===== config.mk =====
export PLATFORM = sky130hd
export DESIGN_NAME = mem_port_arbiter
export DESIGN_NICKNAME = d
export VERILOG_FILES = /design/src/rtl/mem_arb_pkg.sv /design/src/rtl/sp_ram_bm.sv /design/src/rtl/mem_port_arbiter.sv
export SDC_FILE = /design/constraint.sdc
export NUM_CORES = 2
export LEC_CHECK = 0
export CORE_MARGIN = 10
export CORE_UTILIZATION = 45
export CTS_CLUSTER_DIAMETER = 150
export DETAILED_ROUTE_END_ITERATION = 8
export GPL_TIMING_DRIVEN = 0
export REMOVE_ABC_BUFFERS = 1
export SLEW_MARGIN = 20
export SYNTH_ARGS = -nofsm -noshare
export SYNTH_HDL_FRONTEND = slang
export SYNTH_HIERARCHICAL = 1
export SYNTH_SLANG_ARGS = --single-unit

===== constraint.sdc =====
create_clock -name clk -period 5.2 [get_ports clk]
set_input_delay 1.56 -clock clk [delete_from_list [all_inputs] [get_ports clk]]
set_output_delay 1.56 -clock clk [all_outputs]
set_load 0.02 [all_outputs]

===== src/rtl/mem_arb_pkg.sv =====
// Shared encodings for the unified-memory port arbiter.
package mem_arb_pkg;

    typedef logic [1:0] owner_t;

    localparam owner_t OWN_NONE = 2'd0;
    localparam owner_t OWN_I    = 2'd1;
    localparam owner_t OWN_D    = 2'd2;

endpackage


===== src/rtl/sp_ram_bm.sv =====
// Single-port RAM with a registered 1-cycle read and byte-masked write; a write returns the pre-write word.
// Contents are not preloaded here: INIT_FILE is accepted for interface compatibility with the macro wrapper.
module sp_ram_bm #(
    parameter int AW        = 6,
    parameter int DW        = 32,
    parameter     INIT_FILE = ""
) (
    input  logic            clk,
    input  logic            en,
    input  logic [AW-1:0]   addr,
    input  logic [DW/8-1:0] wmask,
    input  logic [DW-1:0]   wdata,
    output logic [DW-1:0]   rdata
);

    logic [DW-1:0] mem_q [2**AW];
    logic [DW-1:0] rdata_q;

    always_ff @(posedge clk) begin
        if (en) begin
            rdata_q <= mem_q[addr];
            for (int k = 0; k < DW/8; k++) begin
                if (wmask[k]) mem_q[addr][k*8 +: 8] <= wdata[k*8 +: 8];
            end
        end
    end

    assign rdata = rdata_q;

endmodule


===== src/rtl/mem_port_arbiter.sv =====
// Shares one single-port RAM between fetch (I) and data (D); D wins unless fetch has waited MAX_WAIT cycles.
// Define MEM_ARB_STATS_EN to build the contention and forced-grant counters.
module mem_port_arbiter #(
    parameter int AW        = 6,
    parameter int DW        = 32,
    parameter int MAX_WAIT  = 4,
    parameter     INIT_FILE = ""
) (
    input  logic            clk,
    input  logic            reset,
    input  logic            i_req,
    input  logic [AW-1:0]   i_addr,
    output logic            i_gnt,
    input  logic            i_kill,
    output logic            i_rvalid,
    output logic [DW-1:0]   i_rdata,
    input  logic            d_req,
    input  logic [AW-1:0]   d_addr,
    input  logic [DW/8-1:0] d_wmask,
    input  logic [DW-1:0]   d_wdata,
    output logic            d_gnt,
    output logic            d_rvalid,
    output logic [DW-1:0]   d_rdata,
    output logic [31:0]     cnt_conf,
    output logic [31:0]     cnt_force
);
    import mem_arb_pkg::*;

    localparam int WW = $clog2(MAX_WAIT + 1);

    owner_t          owner_q, owner_d;
    logic [WW-1:0]   wait_q, wait_d;
    logic [DW-1:0]   i_hold_q, d_hold_q;
    logic [DW-1:0]   ram_rdata;
    logic            force_i;

    assign force_i = i_req && (wait_q == WW'(MAX_WAIT));
    assign d_gnt   = !reset && d_req && !force_i;
    assign i_gnt   = !reset && i_req && !d_gnt;

    sp_ram_bm #(.AW(AW), .DW(DW), .INIT_FILE(INIT_FILE)) u_ram (
        .clk   (clk),
        .en    (d_gnt || i_gnt),
        .addr  (d_gnt ? d_addr : i_addr),
        .wmask (d_gnt ? d_wmask : '0),
        .wdata (d_wdata),
        .rdata (ram_rdata)
    );

    always_comb begin
        owner_d = OWN_NONE;
        if (d_gnt)      owner_d = OWN_D;
        else if (i_gnt) owner_d = OWN_I;
        wait_d = '0;
        if (i_req && !i_gnt) wait_d = (wait_q == WW'(MAX_WAIT)) ? wait_q : wait_q + WW'(1);
    end

    always_ff @(posedge clk) begin
        if (reset) begin
            owner_q  <= OWN_NONE;
            wait_q   <= '0;
            i_hold_q <= '0;
            d_hold_q <= '0;
        end else begin
            owner_q <= owner_d;
            wait_q  <= wait_d;
            if (owner_q == OWN_I) i_hold_q <= ram_rdata;
            if (owner_q == OWN_D) d_hold_q <= ram_rdata;
        end
    end

    // Gating with reset discards a response still in flight when reset arrives.
    assign i_rvalid = !reset && (owner_q == OWN_I) && !i_kill;
    assign d_rvalid = !reset && (owner_q == OWN_D);
    assign i_rdata  = (owner_q == OWN_I) ? ram_rdata : i_hold_q;
    assign d_rdata  = (owner_q == OWN_D) ? ram_rdata : d_hold_q;

`ifdef MEM_ARB_STATS_EN
    logic [31:0] conf_q, force_q;

    always_ff @(posedge clk) begin
        if (reset) begin
            conf_q  <= '0;
            force_q <= '0;
        end else begin
            if (i_req && d_req) conf_q  <= conf_q + 32'd1;
            if (i_gnt && d_req) force_q <= force_q + 32'd1;
        end
    end

    assign cnt_conf  = conf_q;
    assign cnt_force = force_q;
`else
    assign cnt_conf  = '0;
    assign cnt_force = '0;
`endif

endmodule


==> flow_summary_export.csv <==
group,metric,value,unit
status,status,"finished, violations left",
status,violations,"negative setup slack",
worst_setup_path,crit_fanout,23,
detailed_routing,remaining_drc_errors,0,
cells_and_area,drive_above_1_share,0.2086,
sta,fmax,185.5,MHz
global_route,antenna_found_initial,10,
place,hpwl,151800,um
die,boundaryPins,185,
worst_setup_path,reg2reg_to,"u_ram/mem_q[11][18]",
global_route,grt.total_usage,0.2547,
sta,hold_viol,0,
logic_synthesis,ys_ff_latch,2149,
die,row_count,157,
sta,post-route-period-util,1.037,
logic_synthesis,synthCells,4957,
worst_hold_path,holdPathStages,2,
cells_and_area,finalInstanceArea,98030,um^2
logic_synthesis,yosysWarnings,6,
logic_synthesis,syn_avg_cell_area,16.73,um^2
die,core,183300,um^2
cts,root_buffer,"clkbuf_16",
logic_synthesis,synthArstFlopShare,0,
worst_setup_path,r2r_start,"wait_q[0]",
detailed_routing,wire_per_inst,34.77,um
worst_setup_path,critical_path.top_delay_family,"simple AND/OR/NAND/NOR gates",
sta,rsz0062_at_grt,"true",
worst_setup_path,arrival,5860,ps
place,io_buffers,120,
cells_and_area,finalCoreUtilization,0.5348,
die,die_area,201900,um^2
global_route,grt_pass1_wl,373300,um
sta,slew_violations,0,
worst_hold_path,hold_path_end,"wait_q[0]",
worst_setup_path,cp-start-kind,"primary input",
detailed_routing,routed_wl,269700,um
worst_setup_path,critPathMaxStageDelay,690,ps
die,die_h,449.3,um
global_route,grt_pass1_vias,48030,
detailed_routing,vias_per_cell,6.580,
place,placed_cell_area,88350,um^2
global_route,grt_max_degree,76,
global_route,gr-total-overflow,0,
cts,cts_hold_buf,0,
detailed_routing,drt_iter0_drc,7289,
cells_and_area,fin_nets,5171,
worst_hold_path,hold_start,"wait_q[0]",
cts,clk_pin_slew_worst_paths,60,ps
cts,clk_latency,860,ps
cells_and_area,seq_area,63840,um^2
run,drv_cap,0,
power,power_density,387.2,nW/um^2
worst_setup_path,path_cells,"clkdlybuf4s50_1 > inv_1 > a311oi_4 > buf_12 > mux2_8 > buf_16 > buf_4 > nand2_4 > nor2_4 > nand2_1 > nor2_2",
worst_setup_path,crit_required,5670,ps
worst_setup_path,critPathCaptureType,"register",
power,power.leakage,30.66,nW
sta,finalClockSkew,25.36,ps
detailed_routing,first_pass_iters,9,
sta,maxSlewHeadroom,0.3063,
worst_setup_path,r2r_setup_slack,480,ps
cells_and_area,area.growth.synth_to_final,18.18,%
worst_setup_path,slowest_stage,"nand2_1",
cells_and_area,fillers,14160,
worst_setup_path,r2r_cells,11,
die,die_w,449.3,um
worst_setup_path,critPathBufInv,5,
detailed_routing,via_count,51040,
sta,tightest_slew,1037,ps
cts,cts_buffer_depth,3,
logic_synthesis,synth_edf_count,2080,
cts,cts_made_buffers,208,
sta,setup_viol,395,
worst_setup_path,critPathKind,"in -> reg",
logic_synthesis,ys_types,58,
logic_synthesis,synth_area,82950,um^2
sta,period_needed,5391,ps
logic_synthesis,seq_area_frac_synth,0.7697,
place,place.gp.congestion,0.7957,
detailed_routing,antenna_left,0,
sta,fin_ws,-191.3,ps
cells_and_area,multi_input_area,18930,um^2
cts,clock-sinks,2149,
cts,htree_levels,4,
place,pre_cts_slack,-3349,ps
die,initial_utilization,0.4526,
cts,cts_tree,"built",
worst_hold_path,hold_class,"reg -> reg",
power,vdd_drop_max,0.3420,mV
logic_synthesis,synth_ff_type,"edfxtp_1",
-- Yosys cell counts, types with 15 or more instances --
library cell     n  share of area
o21ai_1         22         0.0013
mux2_4          58          0.010
mux4_2          42          0.011
dfxtp_1         69          0.017
a22oi_1        291          0.026
clkbuf_1       177         0.0080
nand4_1         17         0.0013
and2_1          15         0.0011
o21ai_0        105         0.0063
buf_2          123         0.0074
nand2_1         82         0.0037
o22ai_1        135          0.010
a221oi_1       493          0.052
nor2b_1         73         0.0055
mux2i_1         93          0.011
buf_6           19         0.0026
nand3_1         28         0.0017
nor3_1          57         0.0034
mux2_2          88          0.012
a21oi_1         64         0.0039
buf_1           55         0.0025
o221ai_1        20         0.0021
o32ai_1         17         0.0018
edfxtp_1      2080           0.75
buf_4           79         0.0072
nor2_1         513          0.023
-- worst register-to-register path: cells and delay by family (launching register included) --
kind            cells  cell delay [ps]
flops               1              330
mux                 1              210
fa+ha+maj           1              270
buf+inv             4              740
compound gates      1              380
simple gates        4             2430
-- per-layer routing --
layer	global-route usage	up-vias	routed length, um
li1	-	20540	-
met1	0.3494	26630	103500
met2	0.3943	3308	125500
met3	0.05412	550	28620
met4	0.1079	10	11930
met5	0	-	71
-- how the worst max path moves through the flow --
stage                     slack, ps                   to  startpoint  cells past startpoint
after detailed placement      -3350  u_ram/mem_q[39][24]       d_req                     13
after global routing            -80  u_ram/mem_q[11][17]       d_req                     11
final                          -190  u_ram/mem_q[11][18]       d_req                     11
after floorplan               -8920   u_ram/mem_q[13][0]       d_req                      6
after global placement       -44680  u_ram/mem_q[53][10]       reset                      6
after CTS                      -140   u_ram/mem_q[61][2]       d_req                     13
-- power by group --
group / internal, W / total [W] / switching, W
logic: 0.00127 / 0.00374 / 0.00247
registers: 0.0191 / 0.0191 / 0.0000400
clock network: 0.00865 / 0.0151 / 0.00646
total: 0.0290 / 0.0380 / 0.00898
-- sequential cells by signal, indices dropped and copies added, names as in the netlist --
register,flops
u_ram/rdata,32
u_ram/mem_q,2048
d_hold_q,32
i_hold_q,32
owner_q,2
wait_q,3
-- area by class of cell --
cell class	count	share of cell area
timing repair buffer	327	0.05385
multi-input combinational	2422	0.1931
inverter	6	0.0006510
clock buffer	242	0.05540
sequential	2149	0.6513
tap	2464	0.03145
clock inverter	139	0.01393
timing repair inverter	2	0.0001787
antenna	6	0.0001532
-- what timing repair did --
item,CTS,global route
endpoints found under the setup margin,2080,762
setup buffers,22,27
endpoints found under the hold margin,0,0
resized for setup,434,43
pin swaps,17,17
cloned,30,5
-- placed cells by master (no fill, tap or decap), types with 43 or more instances in the layout --
| cell | n |
|---|---|
| nor3_1 | 54 |
| o22ai_1 | 133 |
| dfxtp_1 | 69 |
| o21ai_0 | 80 |
| mux2i_1 | 93 |
| clkinv_2 | 43 |
| nor2_1 | 282 |
| clkbuf_16 | 214 |
| nor2b_1 | 65 |
| buf_16 | 65 |
| clkdlybuf4s50_1 | 86 |
| a221oi_1 | 480 |
| mux2_2 | 82 |
| mux2_4 | 66 |
| nor2_2 | 123 |
| buf_4 | 61 |
| nand2_1 | 48 |
| a22oi_1 | 287 |
| edfxtp_1 | 2080 |
| clkinv_1 | 51 |
| buf_12 | 62 |
| a21oi_1 | 62 |
| nor2_4 | 108 |
| conb_1 | 64 |
-- logic make-up (layout without fill, tap and decap cells) --
family          after synthesis  after routing  synth area share
mux                         281            286           0.04507
flops                      2149           2149            0.7697
simple gates                843            848           0.04513
compound gates             1222           1222            0.1119
buf+inv                     459            716           0.02792
other cells                   1             70        0.00004521
fa+ha+maj                     2              2         0.0003016
-- stage by stage --
step / total power (W) / instances / hold slack [ps] / TNS [ps]
final: 0.03795 / 7757 / 523.0 / -27820
after global routing: 0.03883 / 7751 / 570.1 / -6708
after CTS: 0.03794 / 7720 / 525.6 / -10540
after detailed placement: 0.02273 / 7287 / 509.9 / -5076740
after global placement: 0.02272 / 7151 / 489.5 / -
after floorplan: 0.02100 / 4567 / 478.8 / -
No activity file was read; power rests on OpenSTA's default activity.
